## config.mk

```make
export PLATFORM = sky130hd
export DESIGN_NAME = prefetch_queue_ctrl
export DESIGN_NICKNAME = d
export VERILOG_FILES = /design/src/rtl/prefetch_queue_ctrl.sv
export SDC_FILE = /design/constraint.sdc
export NUM_CORES = 1
export LEC_CHECK = 0
export CAP_MARGIN = 10
export CORE_ASPECT_RATIO = 1.1
export CORE_MARGIN = 2
export CORE_UTILIZATION = 50
export DETAILED_ROUTE_END_ITERATION = 12
export PLACE_DENSITY = 0.77
export REMOVE_ABC_BUFFERS = 1
export SYNTH_ARGS = -nofsm -noshare
export SYNTH_HDL_FRONTEND = slang
export SYNTH_SLANG_ARGS = --single-unit
```

## constraint.sdc

```tcl
create_clock -name clk -period 5.7 [get_ports clk]
set_input_delay 1.71 -clock clk [delete_from_list [all_inputs] [get_ports clk]]
set_output_delay 1.71 -clock clk [all_outputs]
set_load 0.02 [all_outputs]
```

## src/rtl/prefetch_queue_ctrl.sv

```systemverilog
// 8086 prefetch queue controller.
// Sequences byte fetches from ROM into a 6-byte queue.
module prefetch_queue_ctrl #(
  parameter int          QDEPTH   = 6,
  parameter logic [15:0] RESET_CS = 16'hFFFF,
  parameter logic [15:0] RESET_IP = 16'h0000
) (
  input  logic                  clk,
  input  logic                  rst,
  output logic                  rom_en,
  output logic [19:0]           rom_addr,
  input  logic [7:0]            rom_data,
  input  logic                  stall,
  input  logic                  flush,
  input  logic [15:0]           flush_cs,
  input  logic [15:0]           flush_ip,
  input  logic                  consume,
  input  logic [2:0]            consume_n,
  output logic [QDEPTH*8-1:0]   q_bytes,
  output logic [2:0]            q_count,
  output logic [15:0]           head_ip,
  output logic [15:0]           cs_out
);

  logic [QDEPTH*8-1:0] q_r;
  logic [QDEPTH*8-1:0] q_nxt;
  logic [2:0]          cnt;
  logic [2:0]          cnt_nxt;
  logic [2:0]          n_cons;
  logic [2:0]          slot;
  logic [15:0]         cs_r;
  logic [15:0]         fetch_ip;
  logic [15:0]         head_r;
  logic [19:0]         phys;
  logic [3:0]          occ;
  logic                pending;
  logic                discard;
  logic                issue;
  logic                take;
  logic                capture;

  // Issue decision and physical fetch address from registered state.
  always_comb begin
    occ      = {1'b0, cnt} + {3'b000, pending};
    issue    = rst && !flush && !stall && (occ < 4'(QDEPTH));
    phys     = {cs_r, 4'b0000} + {4'b0000, fetch_ip};
    rom_en   = issue;
    rom_addr = issue ? phys : 20'h00000;
  end

  // Next queue image: shift out consumed bytes, drop in the returning byte.
  always_comb begin
    take    = consume && (consume_n != 3'd0) && (consume_n <= cnt);
    n_cons  = take ? consume_n : 3'd0;
    capture = pending && !discard;
    slot    = cnt - n_cons;
    q_nxt   = q_r >> {n_cons, 3'b000};
    for (int i = 0; i < QDEPTH; i++) begin
      if (capture && (slot == 3'(i))) begin
        q_nxt[i*8 +: 8] = rom_data;
      end
    end
    cnt_nxt = slot + {2'b00, capture};
  end

  // State update; flush outranks consume, stall and data return.
  always_ff @(posedge clk) begin
    if (!rst) begin
      q_r      <= '0;
      cnt      <= 3'd0;
      pending  <= 1'b0;
      discard  <= 1'b0;
      cs_r     <= RESET_CS;
      fetch_ip <= RESET_IP;
      head_r   <= RESET_IP;
    end else if (flush) begin
      q_r      <= '0;
      cnt      <= 3'd0;
      pending  <= 1'b0;
      discard  <= pending;
      cs_r     <= flush_cs;
      fetch_ip <= flush_ip;
      head_r   <= flush_ip;
    end else begin
      q_r      <= q_nxt;
      cnt      <= cnt_nxt;
      pending  <= issue;
      discard  <= 1'b0;
      fetch_ip <= fetch_ip + {15'd0, issue};
      head_r   <= head_r + {13'd0, n_cons};
    end
  end

  assign q_bytes = q_r;
  assign q_count = cnt;
  assign head_ip = head_r;
  assign cs_out  = cs_r;

endmodule

```

==> impl_metrics.toml <==
[cts]
cts.root.buffer_cell = "sky130_fd_sc_hd__clkbuf_16"
clock_tree_sinks = 101
cts.clk_slew.worst_paths_ps = 70
cts.hold.buffers_added = 0
worst_skew_late_latency_ps = 360
cts-buffers-inserted = 9
tritoncts_clock_tree = "built"
cts_max_level = 3
cts_resized = 0
clock_tree.buffer_depth = 2
post-cts-setup-buffer-count = 0

[finish]
layoutNonFillerInstCount = 1025
core_utilization_of_the_finished_layout_pct = 67.5
area_delta_synth_final_pct = 32.3
fin_nets = 941
antenna_cells = 0
proportion_of_layout_cells_with_a_drive_suffix_above_1_pct = 6.54
number_of_fill_cells = 980

[setup_path]
critical_path.endpoint_type = "primary output"
worst_ep_arrival_time_ps = 3840
criticalPathCategory = "in2out"
critPathMaxStageDelay_ps = 610
startpoint_type = "input port"
worstPathMaxFanout = 8
cp_cell_sequence = "clkdlybuf4s50_1 > inv_1 > nand2_1 > a2111o_1 > inv_1 > ha_1 > clkdlybuf4s50_1"
worst_path_max_delay_cell = "sky130_fd_sc_hd__clkdlybuf4s50_1"
cp.required_ps = 3990

[routing]
wl_um = 19500
antenna_violating_nets_left = 0
drt_first_iter_violations = 382
first_pass_iters = 5
dr_total_vias = 6254
vias_per_cell = 6.10
drc = 0
mean_routed_wirelength_per_cell_um = 19.0

[sta]
holdWs_ps = 521
post-route-min-period_ps = 5550
final-max-slew-violation-count = 0
totalNegativeSetupSlack_ps = 0
clock.fmax_mhz = 180
rsz0062_at_grt = "false"
clock_skew_ps = 10.0
finalHoldViolCount = 0
slew-limit-headroom_pct = 34.5
worst_slew_pin_slew_ps = 982
final_min_period_over_clock_period_pct = 97.4
setup_viol_count_final = 0

[yosys]
asyncSetResetFlopFracSynth_pct = 0
synth_warnings = 0
synth_enable_flop_cells = 0
synthesized_instance_count = 725
synth.lib_cells_used.distinct = 59
synth.avg_cell_area_um2 = 8.43
synth_area_um2 = 6110
yosys_register_bits = 101
yosys_most_used_dff = "sky130_fd_sc_hd__dfxtp_1"
seq_total_area_yosys_pct = 33.1

[placed_design]
routabilityCongestion = 0.921
dpl.cell_count = 1009
dp_hpwl_um = 13800
io_buffer_count = 151

[global_routing]
first_pass_grt_wire_length_um = 30600
groute.usage.overall_pct = 29.6
total_congestion_overflow_after_global_routing = 0
grt_pass1_vias = 5992
maximum_number_of_pins_on_one_net_before_global_route_repair = 47
antenna_found_initial = 0

[job]
max-cap-violations = 0

[pwr]
power_density_nw_per_um2 = 222
p_leak_nw = 3.03
vdd_drop_max_mv = 0.137

[die]
chipWidth_um = 109
pin_count = 152
floorplan.core_area_um2 = 12000
initial_utilization_pct = 51.0
dieArea_um2 = 13100
chipHeight_um = 120
placement_rows = 42

[run_status]
run_status = "complete, no violations"

[hold_path]
hold_path.class = "reg2reg"
[flip-flops by register name (all words and copies together) (netlist names)]
register	cells
cs_out	16
discard	1
fetch_ip	16
head_ip	16
pending	1
q_bytes	48
q_count	3
[final timing paths]
check,start,endpoint,slack (ps),cells past startpoint
max reg2reg,q_count[2],q_bytes[7],1910,13
max,flush,rom_addr[0],150,7
min reg2reg,pending,discard,520,1
min,pending,discard,520,1
[cells by family after synthesis]
kind of cell    count (synthesis)  share of synthesized area, %
compound gates                211                          23.2
xor+xnor                       40                          5.73
fa+ha+maj                      27                          5.90
buf+inv                        78                          5.49
flops                         101                          33.1
mux                            55                          9.38
simple gates                  213                          17.3
[Yosys cell counts, types with 14 or more instances]
cell	number	area, µm²
sky130_fd_sc_hd__a22o_1	17	149
sky130_fd_sc_hd__dfxtp_1	101	2020
sky130_fd_sc_hd__ha_1	24	300
sky130_fd_sc_hd__xnor2_1	17	149
sky130_fd_sc_hd__a21oi_1	60	300
sky130_fd_sc_hd__clkbuf_1	24	90.1
sky130_fd_sc_hd__o21ai_0	35	175
sky130_fd_sc_hd__and2_1	14	87.6
sky130_fd_sc_hd__inv_1	33	124
sky130_fd_sc_hd__nor2_1	39	146
sky130_fd_sc_hd__nand4_1	24	150
sky130_fd_sc_hd__nand2_1	73	274
sky130_fd_sc_hd__o31ai_1	17	128
sky130_fd_sc_hd__o22ai_1	16	100
sky130_fd_sc_hd__mux2i_1	46	460
sky130_fd_sc_hd__xor2_1	23	201
[stage by stage]
stage	worst slack (ps)	power, mW	area [µm²]
3_5_place_dp	171	1.19	7790
5_1_grt	31.8	1.86	8090
4_1_cts	164	1.79	8090
3_3_place_gp	201	1.19	7790
2_1_floorplan	-577	1.00	5900
6_report	148	1.80	8090
[metal layers]
| metal | wire length [µm] | part of all wire (%) | up-vias | track usage (%) |
|---|---|---|---|---|
| li1 | - | - | 2938 | - |
| met1 | 7890 | 41 | 2901 | 38.0 |
| met4 | 569 | 2.9 | 0 | 12.2 |
| met3 | 1780 | 9.1 | 46 | 4.73 |
| met5 | 0 | 0 | - | 0 |
| met2 | 9230 | 47 | 369 | 48.8 |
[placed cells by master (no fill, tap or decap), types with 9 or more instances in the layout]
master                            instances
sky130_fd_sc_hd__a21oi_1                 60
sky130_fd_sc_hd__a22o_1                  17
sky130_fd_sc_hd__and2_1                  14
sky130_fd_sc_hd__and3_1                  10
sky130_fd_sc_hd__buf_4                   23
sky130_fd_sc_hd__clkbuf_16                9
sky130_fd_sc_hd__clkdlybuf4s50_1        151
sky130_fd_sc_hd__dfxtp_1                101
sky130_fd_sc_hd__ha_1                    24
sky130_fd_sc_hd__inv_1                   33
sky130_fd_sc_hd__mux2i_1                 46
sky130_fd_sc_hd__nand2_1                 73
sky130_fd_sc_hd__nand2b_1                 9
sky130_fd_sc_hd__nand3_1                  9
sky130_fd_sc_hd__nand4_1                 24
sky130_fd_sc_hd__nor2_1                  39
sky130_fd_sc_hd__nor3_1                  10
sky130_fd_sc_hd__o21ai_0                 35
sky130_fd_sc_hd__o22ai_1                 16
sky130_fd_sc_hd__o31ai_1                 17
sky130_fd_sc_hd__or3_1                   10
sky130_fd_sc_hd__xnor2_1                 17
sky130_fd_sc_hd__xor2_1                  23
[power breakdown]
| part | total, mW | switching (mW) | internal (mW) |
|---|---|---|---|
| logic | 0.426 | 0.249 | 0.177 |
| registers | 0.761 | 0.0300 | 0.731 |
| clock network | 0.609 | 0.301 | 0.308 |
| total | 1.80 | 0.580 | 1.22 |
[area by class of cell]
cell class / instances / area [µm²] / share of cell area [%]
inverter: 34 / 128 / 1.58
sequential: 101 / 2020 / 25.0
timing repair buffer: 174 / 1680 / 20.8
multi-input combinational: 546 / 3760 / 46.5
clock buffer: 9 / 225 / 2.79
tap: 154 / 193 / 2.38
clock inverter: 7 / 71.3 / 0.882
[critical path: cells and delay by family]
kind | cells | cell delay, ps
AO/OA/AOI/OAI | 1 | 370
adder cells (fa/ha/maj) | 1 | 250
AND/OR/NAND/NOR | 1 | 90
buffers and inverters | 4 | 1410
Power figures use the tool's default switching activity.
